$ cat config.mk
export PLATFORM = sky130hd
export DESIGN_NAME = inbus_rx_port
export DESIGN_NICKNAME = d
export VERILOG_FILES = /design/src/rtl/inbus_pkg.sv /design/src/rtl/inbus_rx_fifo.sv /design/src/rtl/inbus_rx_port.sv
export SDC_FILE = /design/constraint.sdc
export NUM_CORES = 1
export LEC_CHECK = 0
export BUFFER_PORTS_ARGS = -buffer_cell sky130_fd_sc_hd__buf_2
export CORE_UTILIZATION = 55
export CTS_CLUSTER_DIAMETER = 60
export DETAILED_ROUTE_END_ITERATION = 7
export GPL_ROUTABILITY_DRIVEN = 0
export GPL_TIMING_DRIVEN = 0
export PLACE_DENSITY = 0.71
export SYNTH_ARGS = -nofsm -noshare
export SYNTH_HDL_FRONTEND = slang
export SYNTH_SLANG_ARGS = --single-unit
$ cat constraint.sdc
create_clock -name clk -period 7.5 [get_ports clk]
set_input_delay 0.75 -clock clk [delete_from_list [all_inputs] [get_ports clk]]
set_output_delay 0.75 -clock clk [all_outputs]
set_load 0.02 [all_outputs]
$ cat src/rtl/inbus_pkg.sv
// Shared definitions for the inbus receive port: bus widths, register
// offsets relative to BASE, STATUS bit positions and a count formatter.
package inbus_pkg;

  localparam int INBUS_AW = 8;
  localparam int INBUS_DW = 8;

  // Register offsets relative to BASE; REG_NONE marks an undecoded address.
  typedef enum logic [1:0] {
    REG_DATA   = 2'd0,
    REG_STATUS = 2'd1,
    REG_COUNT  = 2'd2,
    REG_NONE   = 2'd3
  } reg_sel_e;

  // STATUS register bit positions.
  localparam int ST_NONEMPTY = 0;
  localparam int ST_FULL     = 1;
  localparam int ST_OVF      = 2;

  // Formats a zero-extended FIFO count as a bus byte. A 256-entry FIFO can
  // hold one more entry than a byte can express, so the value saturates.
  function automatic logic [INBUS_DW-1:0] count_to_byte(input logic [15:0] cnt);
    if (cnt > 16'd255) begin
      return 8'hFF;
    end
    return cnt[INBUS_DW-1:0];
  endfunction

endpackage

$ cat src/rtl/inbus_rx_fifo.sv
// Byte FIFO for the inbus receive port. Head data is read combinationally
// so the top level can capture it in the same cycle a pop is requested.
// A push into a full FIFO is accepted only when a pop happens in the same
// cycle; otherwise it is ignored (the caller tracks the overflow).
module inbus_rx_fifo
  import inbus_pkg::*;
#(
  parameter int DEPTH = 8,
  parameter int AW    = 3
) (
  input  logic                clk,
  input  logic                reset,
  input  logic                push_i,
  input  logic [INBUS_DW-1:0] din_i,
  input  logic                pop_i,
  output logic [INBUS_DW-1:0] dout_o,
  output logic                full_o,
  output logic                empty_o,
  output logic [AW:0]         count_o
);

  logic [INBUS_DW-1:0] mem_q [DEPTH];
  logic [AW-1:0]       wr_ptr_q, wr_ptr_d;
  logic [AW-1:0]       rd_ptr_q, rd_ptr_d;
  logic [AW:0]         count_q,  count_d;
  logic                do_push, do_pop;

  assign full_o  = (count_q == (AW+1)'(DEPTH));
  assign empty_o = (count_q == '0);
  assign count_o = count_q;
  assign dout_o  = mem_q[rd_ptr_q];

  assign do_pop  = pop_i & ~empty_o;
  assign do_push = push_i & (~full_o | do_pop);

  // Next-state for pointers and occupancy; pointers wrap naturally at DEPTH.
  always_comb begin
    wr_ptr_d = wr_ptr_q;
    rd_ptr_d = rd_ptr_q;
    count_d  = count_q;
    if (do_push) begin
      wr_ptr_d = wr_ptr_q + AW'(1);
    end
    if (do_pop) begin
      rd_ptr_d = rd_ptr_q + AW'(1);
    end
    case ({do_push, do_pop})
      2'b10:   count_d = count_q + (AW+1)'(1);
      2'b01:   count_d = count_q - (AW+1)'(1);
      default: count_d = count_q;
    endcase
  end

  // Pointer and occupancy registers, cleared by reset.
  always_ff @(posedge clk or posedge reset) begin
    if (reset) begin
      wr_ptr_q <= '0;
      rd_ptr_q <= '0;
      count_q  <= '0;
    end else begin
      wr_ptr_q <= wr_ptr_d;
      rd_ptr_q <= rd_ptr_d;
      count_q  <= count_d;
    end
  end

  // Storage array; contents need no reset because occupancy gates every read.
  always_ff @(posedge clk) begin
    if (do_push) begin
      mem_q[wr_ptr_q] <= din_i;
    end
  end

endmodule

$ cat src/rtl/inbus_rx_port.sv
// Inbus slave exposing a receive FIFO as three registers at BASE..BASE+2
// (DATA pops the head, STATUS = {ovf, full, nonempty}, COUNT = occupancy).
// Each access is two cycles of inbus_re; only the first cycle has side
// effects and loads inbus_data, which holds until the next access starts.
// Undecoded addresses read 8'h00 so several slaves can be OR-combined.
// Optional build macro INBUS_RX_IRQ_EN adds a registered rx_irq output.
module inbus_rx_port
  import inbus_pkg::*;
#(
  parameter logic [INBUS_AW-1:0] BASE  = 8'h10,
  parameter int                  DEPTH = 8,
  parameter int                  AW    = 3
) (
  input  logic                clk,
  input  logic                reset,
  input  logic [INBUS_AW-1:0] inbus_addr,
  input  logic                inbus_re,
  output logic [INBUS_DW-1:0] inbus_data,
  input  logic [INBUS_DW-1:0] rx_byte,
  input  logic                rx_strobe
`ifdef INBUS_RX_IRQ_EN
  ,
  output logic                rx_irq
`endif
);

  logic                phase_q, phase_d;
  logic                ovf_q, ovf_d;
  logic [INBUS_DW-1:0] data_q, data_d;

  logic [INBUS_AW-1:0] offset;
  reg_sel_e            reg_sel;
  logic                first_phase;
  logic                pop;
  logic                push;
  logic                drop;
  logic                status_clr;
  logic [INBUS_DW-1:0] status_val;
  logic [INBUS_DW-1:0] count_val;
  logic [INBUS_DW-1:0] rd_val;

  logic [INBUS_DW-1:0] fifo_head;
  logic                fifo_full;
  logic                fifo_empty;
  logic [AW:0]         fifo_count;

  inbus_rx_fifo #(
    .DEPTH (DEPTH),
    .AW    (AW)
  ) u_fifo (
    .clk     (clk),
    .reset   (reset),
    .push_i  (push),
    .din_i   (rx_byte),
    .pop_i   (pop),
    .dout_o  (fifo_head),
    .full_o  (fifo_full),
    .empty_o (fifo_empty),
    .count_o (fifo_count)
  );

  assign offset      = inbus_addr - BASE;
  assign first_phase = inbus_re & ~phase_q;

  // Address decode; the lower-bound test keeps addresses below BASE from
  // aliasing through the wrapped subtraction.
  always_comb begin
    reg_sel = REG_NONE;
    if (inbus_addr >= BASE) begin
      case (offset)
        8'd0:    reg_sel = REG_DATA;
        8'd1:    reg_sel = REG_STATUS;
        8'd2:    reg_sel = REG_COUNT;
        default: reg_sel = REG_NONE;
      endcase
    end
  end

  // Side effects only on the first cycle of an access; an empty DATA read
  // pops nothing. A pop frees a slot for a same-cycle push even when full.
  assign pop        = first_phase & (reg_sel == REG_DATA) & ~fifo_empty;
  assign status_clr = first_phase & (reg_sel == REG_STATUS);
  assign push       = rx_strobe & (~fifo_full | pop);
  assign drop       = rx_strobe & fifo_full & ~pop;

  // Register values as presented on the bus.
  always_comb begin
    status_val              = '0;
    status_val[ST_NONEMPTY] = ~fifo_empty;
    status_val[ST_FULL]     = fifo_full;
    status_val[ST_OVF]      = ovf_q;
    count_val               = count_to_byte(16'(fifo_count));
    case (reg_sel)
      REG_DATA:   rd_val = fifo_empty ? 8'h00 : fifo_head;
      REG_STATUS: rd_val = status_val;
      REG_COUNT:  rd_val = count_val;
      default:    rd_val = 8'h00;
    endcase
  end

  // Next state: phase alternates while re is held, overflow set beats clear,
  // and the bus data register only changes at the start of an access.
  always_comb begin
    phase_d = inbus_re ? ~phase_q : 1'b0;
    ovf_d   = ovf_q;
    if (drop) begin
      ovf_d = 1'b1;
    end else if (status_clr) begin
      ovf_d = 1'b0;
    end
    data_d = first_phase ? rd_val : data_q;
  end

  // Access phase, overflow flag and read-data registers.
  always_ff @(posedge clk or posedge reset) begin
    if (reset) begin
      phase_q <= 1'b0;
      ovf_q   <= 1'b0;
      data_q  <= '0;
    end else begin
      phase_q <= phase_d;
      ovf_q   <= ovf_d;
      data_q  <= data_d;
    end
  end

  assign inbus_data = data_q;

`ifdef INBUS_RX_IRQ_EN
  logic irq_q;

  // Interrupt request follows "data waiting or bytes lost", one cycle late.
  always_ff @(posedge clk or posedge reset) begin
    if (reset) begin
      irq_q <= 1'b0;
    end else begin
      irq_q <= ~fifo_empty | ovf_q;
    end
  end

  assign rx_irq = irq_q;
`endif

endmodule
# Yosys cells after proc, flatten, opt, wreduce, memory -nomap -nowiden
# Memory sizes are Yosys's and may differ from the RTL's.
# Cells that the tools add are included.
[op_classes]
n_eq_ne = 7
order_cmp = 1
n_reduce_logical = 5
n_mux = 10
n_bitwise = 15
n_addsub = 5
[ops]
columns = ["cell", "n"]
rows = [
  ["8-bit one-hot mux with 3 select lines", 1],
  ["1-bit AND", 9],
  ["8-bit by 1-bit == test with 1-bit output, second input constant", 1],
  ["8-bit by 2-bit == test with 1-bit output, second input constant", 1],
  ["8-bit by 5-bit >= comparator with 1-bit output, second input constant", 1],
  ["8-bit logical NOT", 1],
  ["8-bit two-way mux", 1],
  ["4-bit one-hot mux with 2 select lines", 1],
  ["8-bit by 5-bit subtractor with 8-bit output, second input constant", 1],
  ["3-bit by 1-bit adder with 3-bit output, second input constant", 2],
  ["2-bit one-hot mux with 3 select lines", 1],
  ["1-bit two-way mux", 5],
  ["4-bit by 1-bit adder with 4-bit output, second input constant", 1],
  ["2-bit by 1-bit == test with 1-bit output, second input constant", 2],
  ["2-bit == test, second input constant", 2],
  ["4-bit == test, second input constant", 1],
  ["4-bit logical NOT", 1],
  ["1-bit NOT", 4],
  ["2-bit nonzero test", 2],
  ["4-bit by 1-bit subtractor with 4-bit output, second input constant", 1],
  ["2-bit logical NOT", 1],
  ["2-bit two-way mux", 1],
  ["1-bit OR", 2],
]
[word_totals]
wordCells = 50
output_inout_bits = 8
mem_count = 1
in_bits = 20
ff_bits = 20
ramBits = 64
[memory_table]
columns = ["memory", "depth", "width", "rd", "rd_clocked_by_memory_dff", "write_ports", "line_no", "rtl"]
rows = [
  ["u_fifo.mem_q", 8, 8, 1, 0, 1, "inbus_rx_fifo.sv:22", "logic [INBUS_DW-1:0] mem_q [DEPTH];"],
]

# Logic depth before layout (Yosys ltp)
[depth]
word_depth = 12
depth_mapped = 9
ltp_nobuf = 9

# By module
# Synthesis repeated with hierarchy kept, for this count alone.
[hier_totals]
cells_unflattened = 224
area_unflattened_um2 = 3698.5
[modules_own_cells]
columns = ["mod", "n_inst", "area_per_inst_um2", "cells_per_inst"]
rows = [
  ["inbus_rx_fifo", 1, 3158.0, 165],
  ["inbus_rx_port", 1, 540.5, 59],
]

# Worst setup path before layout
# No wires, ideal clock.
[synth_timing]
path_kind = "input to register"
from = "in inbus_addr[3]"
to = "mem u_fifo.mem_q[1][0] (enable)"
arrival_ns = 2.797
stages = 4
setup_slack_ns = 4.305
path_buffers = 0
setup_time_ns = 0.398
required_ns = 7.102
cell_sequence = "or4b_4 -> nor4b_4 -> o21ai_2 -> nor4b_1"
[synth_via]
elab_chain_cells = 12
elab_cells_between_ends = 17
cone_classes = "add/sub (1); order compare (1); eq/ne (2); mux (4); bitwise (7); reduce/logical (2)"
[synth_lines]
columns = ["item", "line_no", "rtl"]
rows = [
  ["start, declared", "inbus_rx_port.sv:16", "input logic [INBUS_AW-1:0] inbus_addr,"],
  ["8-bit by 5-bit subtractor with 8-bit output", "inbus_rx_port.sv:62", "assign offset = inbus_addr - BASE;"],
  ["8-bit by 2-bit == test with 1-bit output, or another cell as far along", "inbus_rx_port.sv:70", "case (offset)"],
  ["2-bit one-hot mux with 3 select lines", "inbus_rx_port.sv:70", ""],
  ["2-bit two-way mux *", "inbus_rx_port.sv:69", "if (inbus_addr >= BASE) begin"],
  ["2-bit logical NOT *", "inbus_rx_port.sv:81", "assign pop = first_phase & (reg_sel == REG_DATA) & ~fifo_empty;"],
  ["1-bit AND * (2 in series)", "inbus_rx_port.sv:81", ""],
  ["1-bit OR / 1-bit AND (equally long branches)", "inbus_rx_port.sv:83, inbus_rx_fifo.sv:33", ""],
  ["1-bit AND / 1-bit OR (equally long branches)", "inbus_rx_port.sv:83, inbus_rx_fifo.sv:34", ""],
  ["1-bit AND *", "inbus_rx_fifo.sv:34", "assign do_push = push_i & (~full_o | do_pop);"],
  ["1-bit two-way mux *", "inbus_rx_fifo.sv:69", "if (do_push) begin"],
  ["1-bit two-way mux (implied by the code) *", "inbus_rx_fifo.sv:70", "mem_q[wr_ptr_q] <= din_i;"],
  ["end, declared", "inbus_rx_fifo.sv:22", ""],
]
# Every way passes the cells marked *; elsewhere a longest branch is shown, timed or not.

# Worst setup path in the final report
[layout_timing]
from = "in inbus_addr[3]"
to = "reg u_fifo.count_q[3], in the netlist u_fifo.count_o[3]"
[layout_via]
elab_chain_cells = 12
elab_cells_between_ends = 19
cone_classes = "add/sub (1); order compare (1); eq/ne (4); mux (3); bitwise (7); reduce/logical (3)"
[layout_lines]
columns = ["item", "line_no", "rtl"]
rows = [
  ["8-bit by 5-bit subtractor with 8-bit output", "inbus_rx_port.sv:62", ""],
  ["8-bit by 2-bit == test with 1-bit output, or another cell as far along", "inbus_rx_port.sv:70", ""],
  ["2-bit one-hot mux with 3 select lines", "inbus_rx_port.sv:70", ""],
  ["2-bit two-way mux *", "inbus_rx_port.sv:69", ""],
  ["2-bit logical NOT *", "inbus_rx_port.sv:81", ""],
  ["1-bit AND * (2 in series)", "inbus_rx_port.sv:81", ""],
  ["1-bit OR / 1-bit AND (equally long branches)", "inbus_rx_port.sv:83, inbus_rx_fifo.sv:33", ""],
  ["1-bit AND / 1-bit OR (equally long branches)", "inbus_rx_port.sv:83, inbus_rx_fifo.sv:34", ""],
  ["1-bit AND", "inbus_rx_fifo.sv:34", ""],
  ["2-bit by 1-bit == test with 1-bit output / 2-bit == test (equally long branches)", "inbus_rx_fifo.sv:47", "case ({do_push, do_pop})"],
  ["4-bit one-hot mux with 2 select lines / 2-bit nonzero test (equally long branches)", "n/a", ""],
  ["end signal, assigned", "inbus_rx_fifo.sv:63", "count_q <= count_d;"],
  ["end, declared", "inbus_rx_fifo.sv:25", "logic [AW:0] count_q, count_d;"],
]
# Marked as above.
# A chain may end at the register's enable or synchronous reset.

==> key figures <==
Outcome
  • Outcome: complete, no violations

Timing
  • Final setup margin: 4340 ps
  • Worst-Margin Slew: 878 ps
  • Final Hold Fails: 0
  • Fmax achieved: 317 MHz
  • Crit path time final: 3160 ps
  • Period utilisation layout: 0.421
  • Max-slew violations: 0
  • # setup viols final: 0
  • Headroom to the max-slew limit: 0.413
  • Setup_tns: 0 ps
  • Final Skew: 11.8 ps
  • RSZ-0062 raised after global routing: false

Floorplanning
  • Row count: 28
  • Initial Util: 0.582
  • Core box area: 6030 sq um
  • IO Count: 28
  • Die height: 81.9 um
  • Die footprint: 6700 sq um
  • Die X: 81.9 um

Power and ir drop
  • Static Leak: 1.46 nW
  • Worst vdd ir: 0.203 mV
  • Overall power: 1.17 mW
  • Power per cell area: 290 nW/um^2

Clocking
  • Reg clk slew, reported paths: 90 ps
  • Number of CTS-inserted buffers: 9
  • Clock Path Buffers: 2
  • H-Tree Depth: 3
  • Post-CTS Resized: 0
  • Root Driver: clkbuf_8
  • Clock Sinks: 84
  • Setup Fix Bufs, Post-CTS: 0
  • CTS tree: yes
  • CTS Hold Bufs: 0
  • Clock Latency Late Sink: 340 ps

Yosys
  • Sequential share of the synthesized area: 0.690
  • Top cell type's share of synthesized area: 0.548
  • Average size of a mapped cell: 17.5 sq um
  • Main synth FF type: edfxtp_1
  • Seq cells post-synth: 84
  • Most common cell in the netlist: edfxtp_1
  • Yosys cell types: 41
  • Syn Inst Count: 201
  • Post-synthesis net count: 227
  • Dominant cell type by area after synthesis: edfxtp_1
  • Top cells by area, synth: edfxtp_1, dfrtp_1, mux4_2
  • Synth async-reset ratio: 0.238
  • Post-synthesis cell area: 3510 sq um
  • Post-synth top cells: edfxtp_1, dfrtp_1, mux4_2, nand2_1, mux2_2
  • Post-synth EDFFs: 64
  • Synth warnings: 0

Setup path
  • Critical Path RT: 7740 ps
  • R2r setup slk: 4440 ps
  • Worst R2R End: u_fifo.count_o[3]$_DFFE_PP0P_
  • Setup CP Type: primary input to flip-flop
  • CP endpoint: u_fifo.count_o[3]$_DFFE_PP0P_
  • CP Launch Type: primary input
  • Worst r2r path cells: 9
  • Reg-to-reg startpoint: u_fifo.count_o[0]$_DFFE_PP0P_
  • Crit end category: flip-flop
  • Crit. Startpoint: inbus_addr[3]
  • Worst Path Max Fanout: 7
  • CP arrival: 3390 ps

Global route
  • GRT Total Usage: 0.209
  • First-pass GRT wire length: 9.53 mm
  • Largest net degree at the start of global routing: 21
  • Antenna violations before repair: 0
  • Number of global-route vias before repair: 1805
  • Global route overflow: 0

Placement
  • Hpwl dp: 4.26 mm
  • Input/output buffers: 27
  • Worst slack, placed: 3820 ps

Drt
  • Iteration-0 DRC count of the detailed router: 133
  • Routed wire per std cell: 19.3 um
  • Vias per cell: 5.89
  • Post-Route WL: 6.21 mm
  • DRC violations left: 0
  • Final ANT Viol Nets: 0
  • Pre-antenna DRT Iters: 4
  • Via count: 1898

Cells and area
  • Layout cells sized above 1: 0.340
  • Area Growth Syn to Fin: 14.7%
  • Antenna Cells: 0
  • Nets@finish: 268
  • Core Util, Final: 0.668

Min path
  • Worst Hold Class: flip-flop to flip-flop

Run
  • MaxCap Viol Count: 0
## area by class of cell
type | count | area (sq um)
sequential | 84 | 2420
fill | 417 | 2000
multi-input combinational | 103 | 1070
timing repair buffer | 30 | 158
clock buffer | 10 | 128
clock inverter | 6 | 96.3
tap | 75 | 93.8
buffer | 9 | 41.3
inverter | 5 | 18.8
## how the worst min path moves through the flow
stage / start / endpoint / slack [ps] / cells after the start
detailed placement: inbus_data[0]$_DFFE_PP0P_ / inbus_data[0]$_DFFE_PP0P_ / 470 / 2
CTS: inbus_data[0]$_DFFE_PP0P_ / inbus_data[0]$_DFFE_PP0P_ / 490 / 2
global placement: inbus_data[3]$_DFFE_PP0P_ / inbus_data[3]$_DFFE_PP0P_ / 460 / 2
finish: inbus_data[1]$_DFFE_PP0P_ / inbus_data[1]$_DFFE_PP0P_ / 490 / 2
floorplan: ovf_q$_DFFE_PP0P_ / ovf_q$_DFFE_PP0P_ / 460 / 1
global route: inbus_data[1]$_DFFE_PP0P_ / inbus_data[1]$_DFFE_PP0P_ / 510 / 2
## power by group
group          switching (mW)  leakage [nW]  internal, mW
clock                   0.164         0.109         0.192
sequential             0.0456         0.840         0.577
combinational           0.107         0.507        0.0804
total                   0.317          1.46         0.849
## metal layers
metal  vias up  track usage  wire [um]
li1        886            -          -
met1       959        0.288       2860
met2        42        0.325       3050
met3        11       0.0500        225
met4         0       0.0737         70
met5         -            0          0
## worst max-delay path: stages
cell and delay (ps):
buf_2 100, or4b_4 560, nor4b_4 410, o21ai_2 210
ha_1 290, ha_1 280, a21o_1 200, a2111oi_0 360
nand4b_1 160, nand3_1 70
## layout by cell type (no fill, tap or decap), drive strengths merged, types with 2 or more instances in the layout
master,n
o211ai,3
nand2b,2
o21ai,5
a21oi,2
xor2,2
clkbuf,14
xnor2,4
nor4,2
mux4,16
inv,7
ha,5
bufinv,2
edfxtp,64
nor2,5
nor3b,2
nand3,3
dfrtp,20
nand2,13
nor2b,2
buf,35
nor4b,3
nor3,6
mux2,9
a22o,5
or4b,2
## sequential cells by signal (all words and copies together) (netlist names)
register / count
phase_q: 1
u_fifo.mem_q: 64
u_fifo.rd_ptr_q: 3
ovf_q: 1
u_fifo.count_o: 4
u_fifo.wr_ptr_q: 3
inbus_data: 8
## kinds of logic (layout without fill, tap and decap cells)
logic type / Yosys count / in the layout / share of synthesized area
buf+inv: 14 / 60 / 0.0171
fa+ha+maj: 6 / 6 / 0.0235
flops: 84 / 84 / 0.690
xor+xnor: 6 / 6 / 0.0150
compound gates: 21 / 21 / 0.0449
mux: 26 / 26 / 0.134
simple gates: 44 / 44 / 0.0749
## through the flow
step | hold WS (ps) | cells | cell area (sq um)
after floorplan | 465 | 201 | 3510
after global placement | 462 | 303 | 3740
after detailed placement | 468 | 306 | 3790
after CTS | 488 | 322 | 4020
after global routing | 509 | 322 | 4020
final | 486 | 322 | 4020
(Power assumes the default switching activity.)
